`config.mk`:
```
export PLATFORM = sky130hd
export DESIGN_NAME = bf2_seq_ctrl
export DESIGN_NICKNAME = d
export VERILOG_FILES = /design/src/rtl/fft_ctrl_pkg.sv /design/src/rtl/bf2_index_gen.sv /design/src/rtl/bf2_seq_ctrl.sv
export SDC_FILE = /design/constraint.sdc
export NUM_CORES = 1
export LEC_CHECK = 0
export CORE_UTILIZATION = 30
export DETAILED_ROUTE_END_ITERATION = 10
export HOLD_SLACK_MARGIN = 0.08
export SETUP_SLACK_MARGIN = 0.4
export SLEW_MARGIN = 25
export SYNTH_ARGS = -nofsm -noshare
export SYNTH_HDL_FRONTEND = slang
export SYNTH_SLANG_ARGS = --single-unit
```
`constraint.sdc`:
```
create_clock -name clk -period 3.4 [get_ports clk]
set_clock_uncertainty 0.15 [all_clocks]
set_input_delay 0.34 -clock clk [delete_from_list [all_inputs] [get_ports clk]]
set_output_delay 0.34 -clock clk [all_outputs]
set_load 0.02 [all_outputs]
```
`src/rtl/fft_ctrl_pkg.sv`:
```
// rtl/fft_ctrl_pkg.sv - shared state encoding and default constants for the bf2 sequencer
package fft_ctrl_pkg;

   typedef enum logic [1:0] {
      IDLE  = 2'd0,
      RUN   = 2'd1,
      DRAIN = 2'd2,
      DONE  = 2'd3
   } state_t;

   localparam int IDX_W             = 5;
   localparam int DEF_N_BLOCKS      = 32;
   localparam int DEF_PIPE_LAT      = 2;
   localparam int DEF_DRAIN_TIMEOUT = 16;

endpackage

```
`src/rtl/bf2_index_gen.sv`:
```
// rtl/bf2_index_gen.sv - per-lane twiddle index arrays for one block, delayed PIPE_LAT cycles
module bf2_index_gen
   import fft_ctrl_pkg::*;
#(
   parameter int DATA_WIDTH = 16,
   parameter int PIPE_LAT   = DEF_PIPE_LAT
) (
   input  logic                             clk,
   input  logic                             rst,
   input  logic                             flush,
   input  logic                             valid_in,
   input  logic [IDX_W-1:0]                 blk,
   output logic                             valid_out,
   output logic [DATA_WIDTH-1:0][IDX_W-1:0] idx1,
   output logic [DATA_WIDTH-1:0][IDX_W-1:0] idx2
);

   typedef logic [DATA_WIDTH-1:0][IDX_W-1:0] idx_arr_t;

   idx_arr_t i1_in, i2_in;
   idx_arr_t i1_pipe [PIPE_LAT];
   idx_arr_t i2_pipe [PIPE_LAT];
   logic     v_pipe  [PIPE_LAT];

   // Arrays are zero while invalid so the pipe never carries stale indices.
   always_comb begin
      i1_in = '0;
      i2_in = '0;
      if (valid_in) begin
         for (int k = 0; k < DATA_WIDTH; k++) begin
            i1_in[k] = {blk[1:0], 3'(k >> 1)};
            i2_in[k] = {blk[4:2], 2'(k)};
         end
      end
   end

   always_ff @(posedge clk or posedge rst) begin
      if (rst) begin
         for (int s = 0; s < PIPE_LAT; s++) begin
            v_pipe[s]  <= 1'b0;
            i1_pipe[s] <= '0;
            i2_pipe[s] <= '0;
         end
      end else if (flush) begin
         for (int s = 0; s < PIPE_LAT; s++) begin
            v_pipe[s]  <= 1'b0;
            i1_pipe[s] <= '0;
            i2_pipe[s] <= '0;
         end
      end else begin
         v_pipe[0]  <= valid_in;
         i1_pipe[0] <= i1_in;
         i2_pipe[0] <= i2_in;
         for (int s = 1; s < PIPE_LAT; s++) begin
            v_pipe[s]  <= v_pipe[s-1];
            i1_pipe[s] <= i1_pipe[s-1];
            i2_pipe[s] <= i2_pipe[s-1];
         end
      end
   end

   assign valid_out = v_pipe[PIPE_LAT-1];
   assign idx1      = i1_pipe[PIPE_LAT-1];
   assign idx2      = i2_pipe[PIPE_LAT-1];

endmodule

```
`src/rtl/bf2_seq_ctrl.sv`:
```
// rtl/bf2_seq_ctrl.sv - frame sequencer launching blocks into butterfly stage 2
module bf2_seq_ctrl
   import fft_ctrl_pkg::*;
#(
   parameter int DATA_WIDTH    = 16,
   parameter int N_BLOCKS      = DEF_N_BLOCKS,
   parameter int PIPE_LAT      = DEF_PIPE_LAT,
   parameter int DRAIN_TIMEOUT = DEF_DRAIN_TIMEOUT
) (
   input  logic                             clk,
   input  logic                             rst,
   input  logic                             frame_start,
   input  logic                             in_valid,
   input  logic                             bf2_o_en,
   output logic                             valid_start_2,
   output logic                             index1_valid,
   output logic                             index2_valid,
   output logic [DATA_WIDTH-1:0][IDX_W-1:0] index1,
   output logic [DATA_WIDTH-1:0][IDX_W-1:0] index2,
   output logic                             busy,
   output logic                             frame_done,
   output logic                             err_protocol,
   output logic                             err_timeout
);

   localparam int BW = (N_BLOCKS > 1) ? $clog2(N_BLOCKS) : 1;
   localparam int OW = $clog2(N_BLOCKS + 1);
   localparam int TW = $clog2(DRAIN_TIMEOUT + 1);

   state_t          state, state_next;
   logic [BW-1:0]   blk_cnt, launch_blk;
   logic [OW-1:0]   out_cnt, out_cnt_next;
   logic [TW-1:0]   drain_cnt;
   logic            accept, last_blk, out_full, timeout;
   logic            vs_d, err_p_d, busy_d, done_d;
   logic            idx_valid;

   assign accept   = (state == RUN) && in_valid;
   assign last_blk = (blk_cnt == BW'(N_BLOCKS - 1));
   assign out_full = (out_cnt_next == OW'(N_BLOCKS));

   // Returned outputs count in RUN and DRAIN only, saturating at a full frame.
   always_comb begin
      out_cnt_next = out_cnt;
      if ((state == RUN || state == DRAIN) && bf2_o_en && out_cnt != OW'(N_BLOCKS))
         out_cnt_next = out_cnt + 1'b1;
   end

   always_ff @(posedge clk or posedge rst) begin
      if (rst) state <= IDLE;
      else     state <= state_next;
   end

   always_comb begin
      state_next = state;
      timeout    = 1'b0;
      case (state)
         IDLE:  if (frame_start) state_next = RUN;
         RUN:   if (accept && last_blk) state_next = DRAIN;
         DRAIN: begin
            if (out_full) begin
               state_next = DONE;
            end else if (drain_cnt == TW'(DRAIN_TIMEOUT - 1)) begin
               state_next = IDLE;
               timeout    = 1'b1;
            end
         end
         DONE:  state_next = IDLE;
         default: state_next = IDLE;
      endcase
   end

   always_comb begin
      vs_d    = accept;
      err_p_d = (in_valid && state != RUN) || (frame_start && state != IDLE) ||
                (bf2_o_en && state == IDLE);
      busy_d  = (state_next != IDLE);
      done_d  = (state_next == DONE);
   end

   always_ff @(posedge clk or posedge rst) begin
      if (rst) begin
         blk_cnt       <= '0;
         launch_blk    <= '0;
         out_cnt       <= '0;
         drain_cnt     <= '0;
         valid_start_2 <= 1'b0;
         err_protocol  <= 1'b0;
         err_timeout   <= 1'b0;
         busy          <= 1'b0;
         frame_done    <= 1'b0;
      end else begin
         if (state == IDLE && frame_start) begin
            blk_cnt <= '0;
            out_cnt <= '0;
         end else begin
            if (accept) blk_cnt <= last_blk ? '0 : blk_cnt + 1'b1;
            out_cnt <= out_cnt_next;
         end
         drain_cnt     <= (state == DRAIN) ? drain_cnt + 1'b1 : '0;
         launch_blk    <= blk_cnt;
         valid_start_2 <= vs_d;
         err_protocol  <= err_p_d;
         err_timeout   <= timeout;
         busy          <= busy_d;
         frame_done    <= done_d;
      end
   end

   bf2_index_gen #(
      .DATA_WIDTH (DATA_WIDTH),
      .PIPE_LAT   (PIPE_LAT)
   ) u_index_gen (
      .clk       (clk),
      .rst       (rst),
      .flush     (timeout),
      .valid_in  (valid_start_2),
      .blk       (IDX_W'(launch_blk)),
      .valid_out (idx_valid),
      .idx1      (index1),
      .idx2      (index2)
   );

   assign index1_valid = idx_valid;
   assign index2_valid = idx_valid;

endmodule

```
==> impl_metrics.env <==
export IMPL_fin_nets=366
export IMPL_min_to="launch_blk[3]"
export IMPL_tns_ps=0
export IMPL_synth_warnings=0
export IMPL_crit_slowest_cell="dfrtp_1"
export IMPL_cts_tree="done"
export IMPL_fmax_ghz=0.394
export IMPL_finalCritPeriodShare=0.746
export IMPL_reg2reg_to="u_index_gen.idx2[58]"
export IMPL_p_sw_frac=0.394
export IMPL_post_drt_wl_per_cell_um=10.4
export IMPL_crit_chain="inv_1 > ha_1 > nand3_2 > or3_4 > mux2i_4 > a21oi_2 > buf_4 > nor2b_2"
export IMPL_yosys_most_used_dff="dfrtp_1"
export IMPL_portBuffers=131
export IMPL_grt_max_degree=43
export IMPL_yosys_area_top_type_share=0.388
export IMPL_min_from="blk_cnt[3]"
export IMPL_r2r_slack_ps=860
export IMPL_min_period_ps=2540
export IMPL_reg2reg_from="state[1]"
export IMPL_dieArea_um2=10800
export IMPL_fin_ws_ps=864
export IMPL_hp_class="reg2reg"
export IMPL_fp_dieH_um=104
export IMPL_p_comb_frac=0.477
export IMPL_postCtsHoldBufs=0
export IMPL_dr_pass1_iters=4
export IMPL_vias_per_cell=3.81
export IMPL_grt_pass1_wl_um=8000
export IMPL_synth_seq_cells=40
export IMPL_synth_edf_count=0
export IMPL_start_util=0.314
export IMPL_holdPathStages=0
export IMPL_htreeDepth=2
export IMPL_cts_setup_buffers=0
export IMPL_powerDensity_nw_per_um2=462
export IMPL_worstSetupPathType="reg2reg"
export IMPL_p_leak_nw=1.54
export IMPL_drv_cap=0
export IMPL_syn_to_final_growth_pct=15.2
export IMPL_drtIter0Drc=72
export IMPL_startpoint_type="flop"
export IMPL_vias=1847
export IMPL_drt_total_wl_um=5030
export IMPL_coreArea_um2=9910
export IMPL_place_area_um2=3510
export IMPL_cp_max_fo=7
export IMPL_netlist_top_cell_by_area="buf_4"
export IMPL_grt_remaining_overflow=0
export IMPL_pin_count=172
export IMPL_status="completed"
export IMPL_rows=36
export IMPL_wl_met3_um=360
export IMPL_post_route_drc_count=0
export IMPL_grt_usage=0.0892
export IMPL_dpl_hpwl_um=3800
export IMPL_syn_area_per_cell_um2=9.19
export IMPL_nFillCells=993
export IMPL_synthDistinctLibCells=45
export IMPL_worstPathRequired_ps=3430
export IMPL_final_max_slew_viol_count=0
export IMPL_clkTransAtPathRegs_ps=70
export IMPL_place_worst_setup_slack_ps=830
export IMPL_antenna_left=0
export IMPL_ys_async_sr_fraction=1.00
export IMPL_fin_area_um2=3590
export IMPL_clockPowerShare=0.179
export IMPL_netlist_instances=339
export IMPL_ff2ff_path_depth=8
export IMPL_highest_layer="met4"
export IMPL_cp_slowest_stage_delay_ps=430
export IMPL_wl_met2_um=2540
export IMPL_drive_gt1_frac=0.0824
export IMPL_cts_buffers=5
export IMPL_rsz0062_at_grt="no"
export IMPL_cts_resized=0
export IMPL_synth_most_common_cell="buf_4"
export IMPL_ys_top_cells_by_count="161 x buf_4, 40 x dfrtp_1, 18 x nand2_1, 12 x nor2_1, 11 x a21oi_1"
export IMPL_crit_path_end_kind="flop"
export IMPL_wl_met1_um=2090
export IMPL_synth_seq_area_share=0.321
export IMPL_p_int_mw=1.00
export IMPL_place_gp_congestion=0.812
export IMPL_antenna_found_initial=0
export IMPL_diodes=0
export IMPL_timing_hold_violations_final=0
export IMPL_ys_top_cells_by_area="buf_4 39%, dfrtp_1 32%, ha_1 3.6%"
export IMPL_grt_pass1_vias=1629
export IMPL_arrival_ps=2570
export IMPL_syn_area_um2=3110
export IMPL_cts_num_sinks=40
export IMPL_clk_path_buf_depth=2
export IMPL_switching_power_uw=654
export IMPL_die_w_um=104
export IMPL_clkLatencyLatePin_ps=290
export IMPL_setup_violations=0
export IMPL_seq_power_share=0.345
export IMPL_ir_worst_vdd_mv=0.296
export IMPL_root_buffer="clkbuf_8"
sequential cells by signal, summed over array words and instances, names as in the netlist, 2 cells and up:
| signal | cells |
|---|---|
| out_cnt | 6 |
| blk_cnt | 5 |
| drain_cnt | 5 |
| launch_blk | 5 |
| u_index_gen.i1_pipe | 3 |
| u_index_gen.i2_pipe | 3 |
| u_index_gen.idx1 | 3 |
| u_index_gen.idx2 | 3 |
| state | 2 |
power by group through the flow:
stage / sequential (mW) / combinational (mW) / clock, mW
2_1_floorplan: 0.610 / 0.634 / 0
3_3_place_gp: 0.580 / 0.791 / 0
3_5_place_dp: 0.581 / 0.795 / 0
4_1_cts: 0.572 / 0.799 / 0.312
5_1_grt: 0.580 / 0.845 / 0.329
6_report: 0.572 / 0.790 / 0.296
stage by stage:
| step | power [mW] | cells | util | hold WS, ps |
|---|---|---|---|---|
| 2_1_floorplan | 1.24 | 378 | - | 230 |
| 3_3_place_gp | 1.37 | 478 | 0.354 | 247 |
| 3_5_place_dp | 1.38 | 478 | 0.354 | 253 |
| 4_1_cts | 1.68 | 485 | 0.362 | 271 |
| 5_1_grt | 1.75 | 485 | 0.362 | 281 |
| 6_report | 1.66 | 485 | 0.362 | 265 |
cell usage in the layout, fill, tap and decap left out, types with 2 or more instances in the layout:
cell and n:
xnor2_1 4, nand2_1 18, nor2_1 12, clkdlybuf4s50_1 131, buf_4 3, nor2b_2 3, ha_1 9, clkbuf_8 5
conb_1 40, nor2b_1 4, nor2_2 4, a21oi_1 11, and2b_2 3, nor3_1 5, and2_1 4, o21ai_0 7
dfrtp_1 40, nand3_1 5, xor2_1 4, inv_1 10, a31oi_1 2, nand2b_1 2, and3_1 3
critical path: cells and delay by family, from the launching register on:
family / cells / cell delay, ps
multiplexers: 1 / 200
buffers and inverters: 2 / 370
flip-flops: 1 / 430
adder cells (fa/ha/maj): 1 / 390
AND/OR/NAND/NOR: 3 / 560
AO/OA/AOI/OAI: 1 / 320
area by class of cell:
class	count	area [um^2]	share of cell area
clock inverters	2	12.5	0.00349
repair buffers	134	1330	0.372
flip-flops and latches	40	1000	0.279
clock buffers	5	68.8	0.0192
multi-input cells	161	967	0.270
well taps	133	166	0.0464
inverters	10	37.5	0.0105
metal layers:
layer	GRT usage	up-vias
met5	0	-
met1	0.0983	846
met2	0.166	95
li1	-	902
met4	0.0265	0
met3	0.0238	4
worst max path at each step:
stage,from,endpoint,cells past startpoint
after floorplan,state[0],u_index_gen.i1_pipe[153],8
after detailed placement,bf2_o_en,u_index_gen.idx2[58],7
after global placement,bf2_o_en,u_index_gen.idx2[58],7
final,state[1],u_index_gen.idx2[58],8
after CTS,state[1],u_index_gen.i2_pipe[138],8
after global routing,state[1],u_index_gen.i2_pipe[138],8
cell families after synthesis:
kind of cell | count (synthesis) | synth area share
buf+inv | 177 | 0.415
simple gates | 71 | 0.128
flops | 40 | 0.321
compound gates | 31 | 0.0651
fa+ha+maj | 9 | 0.0362
xor+xnor | 8 | 0.0225
mux | 2 | 0.0104
other cells | 1 | 0.00120
Power figures use the tool's default switching activity.
